<file path="config.mk">
export PLATFORM = sky130hd
export DESIGN_NAME = pc_fetch_unit
export DESIGN_NICKNAME = d
export VERILOG_FILES = /design/src/rtl/pc_fetch_pkg.sv /design/src/rtl/ras_stack.sv /design/src/rtl/pc_fetch_unit.sv
export SDC_FILE = /design/constraint.sdc
export NUM_CORES = 1
export LEC_CHECK = 0
export CORE_ASPECT_RATIO = 0.6
export CORE_MARGIN = 3
export CORE_UTILIZATION = 38
export CTS_CLUSTER_SIZE = 8
export DETAILED_ROUTE_END_ITERATION = 8
export GPL_TIMING_DRIVEN = 0
export PLACE_DENSITY = 0.65
export SYNTH_ARGS = -nofsm -noshare
export SYNTH_HDL_FRONTEND = slang
export SYNTH_SLANG_ARGS = --single-unit
</file>
<file path="constraint.sdc">
create_clock -name clk -period 4.5 [get_ports clk]
set_input_delay 0.9 -clock clk [delete_from_list [all_inputs] [get_ports clk]]
set_output_delay 0.9 -clock clk [all_outputs]
set_load 0.005 [all_outputs]
</file>
<file path="src/rtl/pc_fetch_pkg.sv">
// pc_fetch_pkg
//   Shared definitions for the fetch-stage program-counter logic:
//   - redir_e: redirect sources, encoded in ascending priority order so a
//     larger value always wins.
//   - Default reset and exception vectors (32-bit); the top module narrows
//     or widens them to its PC_W parameter.
package pc_fetch_pkg;

    typedef enum logic [2:0] {
        REDIR_NONE = 3'd0,
        REDIR_RAS  = 3'd1,
        REDIR_JMP  = 3'd2,
        REDIR_BR   = 3'd3,
        REDIR_EXC  = 3'd4
    } redir_e;

    localparam logic [31:0] DEFAULT_RESET_VECTOR = 32'h0040_0020;
    localparam logic [31:0] DEFAULT_EXC_VECTOR   = 32'h8000_0180;

endpackage

</file>
<file path="src/rtl/ras_stack.sv">
// ras_stack
//   Circular return-address stack.
//   Ports:
//     clk, rst_n  - clock, synchronous active-low reset (pointer/count only)
//     push        - write push_data at the pointer and advance it
//     push_data   - return address to store
//     pop         - drop the top entry (ignored when empty)
//     clear       - discard all entries; has priority over push/pop
//     top         - most recently pushed entry (undefined content when empty)
//     count       - number of valid entries, saturates at RAS_DEPTH
//     empty/full  - count == 0 / count == RAS_DEPTH
//   Push while full overwrites the oldest entry: when full the write
//   pointer already sits on the oldest slot. Push and pop on the same edge
//   replace the top in place, leaving pointer and count unchanged.
module ras_stack #(
    parameter int unsigned RAS_DEPTH = 4,
    parameter int unsigned PC_W      = 32
) (
    input  logic                             clk,
    input  logic                             rst_n,
    input  logic                             push,
    input  logic [PC_W-1:0]                  push_data,
    input  logic                             pop,
    input  logic                             clear,
    output logic [PC_W-1:0]                  top,
    output logic [$clog2(RAS_DEPTH+1)-1:0]   count,
    output logic                             empty,
    output logic                             full
);

    localparam int unsigned PTR_W = $clog2(RAS_DEPTH);
    localparam int unsigned CNT_W = $clog2(RAS_DEPTH + 1);

    logic [PC_W-1:0]  mem_q [RAS_DEPTH];
    logic [PC_W-1:0]  mem_d [RAS_DEPTH];
    logic [PTR_W-1:0] ptr_q, ptr_d;
    logic [CNT_W-1:0] count_q, count_d;
    logic [PTR_W-1:0] top_idx;
    logic [PTR_W-1:0] ptr_inc;

    // Explicit wrap so non-power-of-two depths stay inside the buffer.
    assign top_idx = (ptr_q == '0) ? PTR_W'(RAS_DEPTH - 1) : ptr_q - PTR_W'(1);
    assign ptr_inc = (ptr_q == PTR_W'(RAS_DEPTH - 1)) ? '0 : ptr_q + PTR_W'(1);

    assign empty = (count_q == '0);
    assign full  = (count_q == CNT_W'(RAS_DEPTH));
    assign count = count_q;
    assign top   = mem_q[top_idx];

    always_comb begin
        mem_d   = mem_q;
        ptr_d   = ptr_q;
        count_d = count_q;
        if (clear) begin
            ptr_d   = '0;
            count_d = '0;
        end else if (push && pop && !empty) begin
            mem_d[top_idx] = push_data;
        end else if (push) begin
            mem_d[ptr_q] = push_data;
            ptr_d        = ptr_inc;
            if (!full) begin
                count_d = count_q + CNT_W'(1);
            end
        end else if (pop && !empty) begin
            ptr_d   = top_idx;
            count_d = count_q - CNT_W'(1);
        end
    end

    always_ff @(posedge clk) begin
        if (!rst_n) begin
            ptr_q   <= '0;
            count_q <= '0;
        end else begin
            ptr_q   <= ptr_d;
            count_q <= count_d;
        end
    end

    // Entry storage carries no reset; count qualifies which slots are live.
    always_ff @(posedge clk) begin
        mem_q <= mem_d;
    end

endmodule

</file>
<file path="src/rtl/pc_fetch_unit.sv">
// pc_fetch_unit
//   Fetch-stage PC register with prioritised next-PC selection, a pending
//   redirect latch for redirects that arrive while fetch is stalled, and a
//   return-address stack used to predict jr $ra.
//   Ports:
//     clk, rst_n        - clock, synchronous active-low reset
//     enable            - fetch may advance (not stalled)
//     exc_valid         - exception redirect, honoured even when stalled
//     br_taken/br_target   - resolved taken branch
//     jmp_valid/jmp_target - jump from decode
//     ras_push/ras_push_addr - call: push return address
//     ras_pop           - jr $ra: redirect to RAS top
//     pc_out            - current fetch PC (registered, no input bypass)
//     redirect_pending  - a stalled redirect is waiting for enable
//     ras_count/ras_empty/ras_full - RAS occupancy
module pc_fetch_unit
    import pc_fetch_pkg::*;
#(
    parameter int unsigned     PC_W         = 32,
    parameter logic [PC_W-1:0] RESET_VECTOR = PC_W'(DEFAULT_RESET_VECTOR),
    parameter logic [PC_W-1:0] EXC_VECTOR   = PC_W'(DEFAULT_EXC_VECTOR),
    parameter int unsigned     INSTR_BYTES  = 4,
    parameter int unsigned     RAS_DEPTH    = 4
) (
    input  logic                             clk,
    input  logic                             rst_n,
    input  logic                             enable,
    input  logic                             exc_valid,
    input  logic                             br_taken,
    input  logic [PC_W-1:0]                  br_target,
    input  logic                             jmp_valid,
    input  logic [PC_W-1:0]                  jmp_target,
    input  logic                             ras_push,
    input  logic [PC_W-1:0]                  ras_push_addr,
    input  logic                             ras_pop,
    output logic [PC_W-1:0]                  pc_out,
    output logic                             redirect_pending,
    output logic [$clog2(RAS_DEPTH+1)-1:0]   ras_count,
    output logic                             ras_empty,
    output logic                             ras_full
);

    logic [PC_W-1:0] pc_q, pc_d;
    logic            pend_q, pend_d;
    logic [PC_W-1:0] pend_tgt_q, pend_tgt_d;

    redir_e          src;
    logic            ras_clear;
    logic            ras_do_push;
    logic            ras_do_pop;
    logic [PC_W-1:0] ras_top;

    ras_stack #(
        .RAS_DEPTH (RAS_DEPTH),
        .PC_W      (PC_W)
    ) u_ras (
        .clk       (clk),
        .rst_n     (rst_n),
        .push      (ras_do_push),
        .push_data (ras_push_addr),
        .pop       (ras_do_pop),
        .clear     (ras_clear),
        .top       (ras_top),
        .count     (ras_count),
        .empty     (ras_empty),
        .full      (ras_full)
    );

    // Highest-priority raw request this cycle; a pop request only counts
    // when there is something to pop.
    always_comb begin
        src = REDIR_NONE;
        if (exc_valid) begin
            src = REDIR_EXC;
        end else if (br_taken) begin
            src = REDIR_BR;
        end else if (jmp_valid) begin
            src = REDIR_JMP;
        end else if (ras_pop && !ras_empty) begin
            src = REDIR_RAS;
        end
    end

    always_comb begin
        pc_d        = pc_q;
        pend_d      = pend_q;
        pend_tgt_d  = pend_tgt_q;
        ras_clear   = 1'b0;
        ras_do_push = 1'b0;
        ras_do_pop  = 1'b0;
        if (src == REDIR_EXC) begin
            pc_d       = EXC_VECTOR;
            pend_d     = 1'b0;
            pend_tgt_d = '0;
            ras_clear  = 1'b1;
        end else if (enable) begin
            if (pend_q) begin
                // Everything decoded alongside a pending redirect is wrong-path.
                pc_d       = pend_tgt_q;
                pend_d     = 1'b0;
                pend_tgt_d = '0;
            end else begin
                // A push rides along with a jump (jal) but not with a taken
                // branch, which squashes the call.
                ras_do_push = ras_push && !br_taken;
                case (src)
                    REDIR_BR:  pc_d = br_target;
                    REDIR_JMP: pc_d = jmp_target;
                    REDIR_RAS: begin
                        pc_d       = ras_top;
                        ras_do_pop = 1'b1;
                    end
                    default:   pc_d = pc_q + PC_W'(INSTR_BYTES);
                endcase
            end
        end else if (!pend_q && (src == REDIR_BR || src == REDIR_JMP)) begin
            // Stalled: capture only the first branch/jump; pops are dropped.
            pend_d     = 1'b1;
            pend_tgt_d = (src == REDIR_BR) ? br_target : jmp_target;
        end
    end

    always_ff @(posedge clk) begin
        if (!rst_n) begin
            pc_q       <= RESET_VECTOR;
            pend_q     <= 1'b0;
            pend_tgt_q <= '0;
        end else begin
            pc_q       <= pc_d;
            pend_q     <= pend_d;
            pend_tgt_q <= pend_tgt_d;
        end
    end

    assign pc_out           = pc_q;
    assign redirect_pending = pend_q;

endmodule

</file>
After elaboration in Yosys (flattened, before gate mapping):

Index checks and enable logic that the tools add are counted.
Widths: inputs -> output; s select.

* $add $sub $neg: 5
* $lt $le $gt $ge: 4
* eq/ne operators: 8
* mux-type cells: 38
* bitwise operators: 5
* reduce and logical (&&, ||, !) cells: 25

Operators with widths (count)
* $mux 32: 11
* $bwmux 128: 2
* $mux 128: 2
* $demux 32 s2: 2
* $pmux 32 s3: 1
* $bmux 32 s2: 1
* $add 32x3->32 const B: 1
* $mux 2: 6
* $mux 3: 4
* $mux 1: 9
* $logic_and 1x1->1: 8
* $reduce_bool 2->1: 4
* $eq 3x2->1 const B: 2
* $eq 3x3->1 const B: 2
* $ge 3x3->1 const B: 2
* $lt 3x1->1 const B: 2
* $not 2->3: 2
* $reduce_and 2->1: 3
* $reduce_or 2->1: 2
* $add 3x1->3 const B: 1
* $eq 3x1->1 const B: 1
* $logic_not 1->1: 3
* $logic_not 3->1: 1
* $not 1->1: 3
* other kinds (10): 10

* register bits after elaboration: 198
* bits of input ports: 104
* output and inout port bits: 38
* logic and storage cells: 95

Logic depth before layout (Yosys ltp):

* depth after elaboration: 16
* gate-level depth with buffers: 9
* depth with buffers taken out: 8

Modules after synthesis:

Synthesis repeated with hierarchy kept, for this count alone.

* cells, all modules: 988
* area, all modules: 10585.2 sq um

Modules (own cells, without submodules)
* ras_stack: times used 1, cells each 370, area each 6167.2 sq um, seq. area each 3943.8 sq um
* pc_fetch_unit: times used 1, cells each 618, area each 4418.0 sq um, seq. area each 1301.2 sq um

Worst setup path before layout:

Ideal clock, no wire load.

* path kind: input-to-reg
* start point: input enable
* end point: register u_ras.mem_q[0] (netlist name) (enable)
* library setup time: 0.421 ns
* arrival time: 3.458 ns
* required time: 4.079 ns
* slack: 0.621 ns
* stages on the path: 8
* buffers on the path: 2
* path through: nor2b_1 and3_1 buf_2 inv_2 nor2_4 mux2i_1 clkbuf_1 nor2_1

* cells in the longest elaborated chain, start to end: 6
* elaborated cells between the ends (all ways): 8
* classes of those cells: mux: 4; reduce/logical: 4

Ends and longest elaborated chain
* from (decl): line pc_fetch_unit.sv:27 `input logic enable,`
* $mux 1: line pc_fetch_unit.sv:96 `end else if (enable) begin`
* $mux 1: line pc_fetch_unit.sv:91 `if (src == REDIR_EXC) begin`
* $logic_and 1x1->1 (2 in series): line ras_stack.sv:57 `end else if (push && pop && !empty) begin`
* $reduce_bool 2->1 (no line) *
* $reduce_and 2->1 (no line) *
* to (signal assigned): line ras_stack.sv:83 `mem_q <= mem_d;`
* to (decl): line ras_stack.sv:34 `logic [PC_W-1:0] mem_q [RAS_DEPTH];`

Mark *: on every way between the ends. The rest lies on a longest branch, timed or not.
A chain may end at the register's enable or synchronous reset.

Worst setup path after layout:

* start point: input enable
* end point: register u_ras.mem_q[89] (netlist name) (enable)

Same word-level chain as after synthesis.

==> flow_summary_export.csv <==
group,metric,value,unit
yosys,syn-num-nets,1079,
route,dr_total_vias,8870,
cts,tritoncts,"yes",
yosys,ys_seq_area_share,51.24,%
sta,finalSetupTns,0,ns
sta,rsz0062_at_grt,"false",
cells_and_area,finalNetCount,1243,
setup_path,criticalPathCategory,"input pin to flip-flop",
yosys,synth_cell_types,69,
route,drc,0,
route,wire_per_inst,24.97,um
min_path,hold_class,"flip-flop to flip-flop",
grt,antenna_found_initial,0,
placement,hpwl,28.12,mm
grt,grt-ovfl-total,0,
yosys,synth-edff-count,128,
floorplan,die_x,217.9,um
status,status,"completed",
route,routed_wl,37.38,mm
sta,slew_viol_final,0,
grt,grt_max_degree,20,
setup_path,cp-start-kind,"input pin",
setup_path,critPathTopFamily,"buffers and inverters",
placement,gp_congestion,0.9703,
setup_path,critPathRequiredTime,4.71,ns
setup_path,crit_path_end_kind,"flip-flop",
floorplan,die_height,133.1,um
sta,setup_viol,0,
floorplan,coreArea,25900,um^2
sta,relSlewSlack,23.60,%
yosys,synthFlopType,"edfxtp_1",
route,dr.pass1.iters,5,
floorplan,fp.dieArea,29010,um^2
setup_path,crit_buf_inv,5,
yosys,synthArstFlopShare,0,%
setup_path,crit_fanout,17,
cts,htreeDepth,4,
cells_and_area,antenna_cells,0,
sta,worst_pin_slew,1.137,ns
cells_and_area,area_growth,25.24,%
route,vias_per_cell,5.925,
yosys,netlist_instances,968,
power_and_ir_drop,finalPower,3.979,mW
setup_path,max_stage_delay,0.67,ns
placement,port_buffers,141,
sta,worst_hold_slack,0.5034,ns
yosys,ys_warn_count,0,
setup_path,slowest_stage,"clkdlybuf4s50_1",
cells_and_area,fin_util,49.50,%
floorplan,start_util,39.52,%
route,ant_nets,0,
cells_and_area,final_layout_size_suffix_gt1_share,9.782,%
sta,max_freq,234.0,MHz
sta,hold_viol,0,
sta,fin_crit,4.273,ns
floorplan,ios,142,
cts,clk_latency,0.45,ns
grt,grt_pass1_wl,54.99,mm
setup_path,cp.arrival,4.48,ns
sta,fin_crit_sh,94.95,%
cts,clock_path_buffers,2,
power_and_ir_drop,p_leak,3.851,nW
setup_path,cpMostUsedCell,"nor2_4",
sta,fin_skew,0.01003,ns
setup_path,crit_chain,"clkdlybuf4s50_1 -> nor2b_2 -> and3_1 -> buf_2 -> inv_2 -> nor2_4 -> mux2i_1 -> clkbuf_1 -> nor2_4 -> buf_16",
cts,path_clk_slew,0.07,ns
cts,cts.sinks,198,
yosys,syn_area,10240,um^2
yosys,ys_ff_latch,198,
route,detail_route.iter0.violations,966,
power_and_ir_drop,p_per_area,310.4,nW/um^2
job,cap_violations,0,
grt,grt_pass1_vias,8637,
cts,cts_buffers,17,
grt,grt.total_usage,25.80,%
power_and_ir_drop,peakVddDrop,248.1,uV
yosys,avgSynthCellArea,10.57,um^2
setup_path,r2r_setup_slack,0.97,ns
floorplan,core.rowCount,45,
cts,cts_root_buffer,"clkbuf_16",
[cells in the final DEF (no fill, tap or decap), drive strengths merged, types with 9 or more instances in the layout]
cell type	n
a31oi	38
dfxtp	70
nor2	70
nor4	9
nand3	19
nor2b	133
buf	18
nor3	16
a21oi	66
clkdlybuf4s50	141
nand2	104
a22oi	16
edfxtp	128
o21ai	19
inv	20
mux4	32
mux2i	13
o221ai	16
clkbuf	75
[cells by family after synthesis]
logic type / Yosys count / share of synthesized area [%]
xor+xnor: 12 / 1.027
fa+ha+maj: 7 / 0.9290
compound gates: 227 / 15.02
buf+inv: 85 / 3.410
simple gates: 386 / 19.18
flops: 198 / 51.24
mux: 53 / 9.192
[state kept, by name, summed over array words and instances, names as in the netlist]
register / flops
u_ras.ptr_q: 2
pc_out: 32
u_ras.count: 3
pend_tgt_q: 32
u_ras.mem_q: 128
redirect_pending: 1
[worst reg2reg max path: stages, from the launching register on]
cell and delay, ns:
dfxtp_1 0.43, nor2b_2 0.45, and3_1 0.23, buf_2 0.18, inv_2 0.15, nor2_4 0.21
mux2i_1 0.60, clkbuf_1 0.53, nor2_4 0.25, buf_16 0.24
[cell usage after synthesis, drive strengths merged (3+ instances only)]
cell type	count	share of area (%)
o221ai	16	1.4
ha	6	0.73
xor2	5	0.43
nor3	16	0.78
nor4	9	0.55
mux2i	13	1.3
a31oi	38	2.3
o31a	5	0.46
mux2	8	0.88
a22oi	16	1.2
and2	3	0.18
o21ai	19	0.97
o21a	6	0.44
or3	3	0.18
o22a	3	0.26
nand2b	8	0.49
o211ai	3	0.22
edfxtp	128	38
a221oi	5	0.43
a21o	5	0.37
nand2	104	3.8
nor2b	133	8.1
nor2	70	2.6
o32ai	6	0.51
o31ai	4	0.34
buf	14	0.79
nand3	19	0.98
and3	8	0.49
a221o	3	0.29
o22ai	5	0.31
xnor2	7	0.60
or4	3	0.26
clkbuf	58	2.1
dfxtp	70	14
mux4	32	7.0
nand4	8	0.55
inv	11	0.40
a211oi	6	0.44
a31o	3	0.26
a21oi	66	3.2
[layout make-up]
cell class / instances / area (um^2)
Buffer: 72 / 302.8
Clock buffer: 17 / 425.4
Clock inverter: 15 / 157.7
Fill cell: 2399 / 13080
Inverter: 13 / 48.80
Multi-Input combinational cell: 685 / 4678
Sequential cell: 198 / 5245
Tap cell: 352 / 440.4
Timing Repair Buffer: 145 / 1521
[power by group]
group          leakage [nW]  total [mW]  switching (mW)  internal, mW
Sequential             1.53        1.97          0.0309          1.94
Clock                 0.280        1.57           0.776         0.789
Combinational          2.04       0.442           0.241         0.200
Total                  3.85        3.98            1.05          2.93
[per-stage QoR]
stage | instances | setup WS, ns | instance area (um^2)
final | 1497 | 0.2270 | 12820
after floorplan | 968 | 0.6209 | 10240
after global routing | 1497 | 0.03134 | 12820
after global placement | 1461 | -1.969 | 12090
after CTS | 1497 | 0.1879 | 12810
after detailed placement | 1465 | -0.5680 | 12230
[repair_timing]
action	CTS	global route
buffers inserted	0	0
endpoints found under the setup margin	35	29
cloned	0	0
gates resized for setup	2	3
hold buffers	0	0
[path summary, 6_finish.rpt]
path | cells after the start | endpoint | start
hold / removal | 2 | pend_tgt_q[10] | pend_tgt_q[10]
setup / recovery | 10 | u_ras.mem_q[89] | enable
setup reg to reg | 9 | u_ras.mem_q[89] | redirect_pending
hold reg to reg | 2 | pend_tgt_q[10] | pend_tgt_q[10]
[layer usage]
metal,wire [um],global-route usage (%),vias up
met1,16810,38.36,4378
met2,15450,36.13,510
met5,0,0.3333,-
li1,-,-,3928
met4,759,6.696,0
met3,4362,8.297,54
Note: power is estimated with default switching activity, not from simulation.
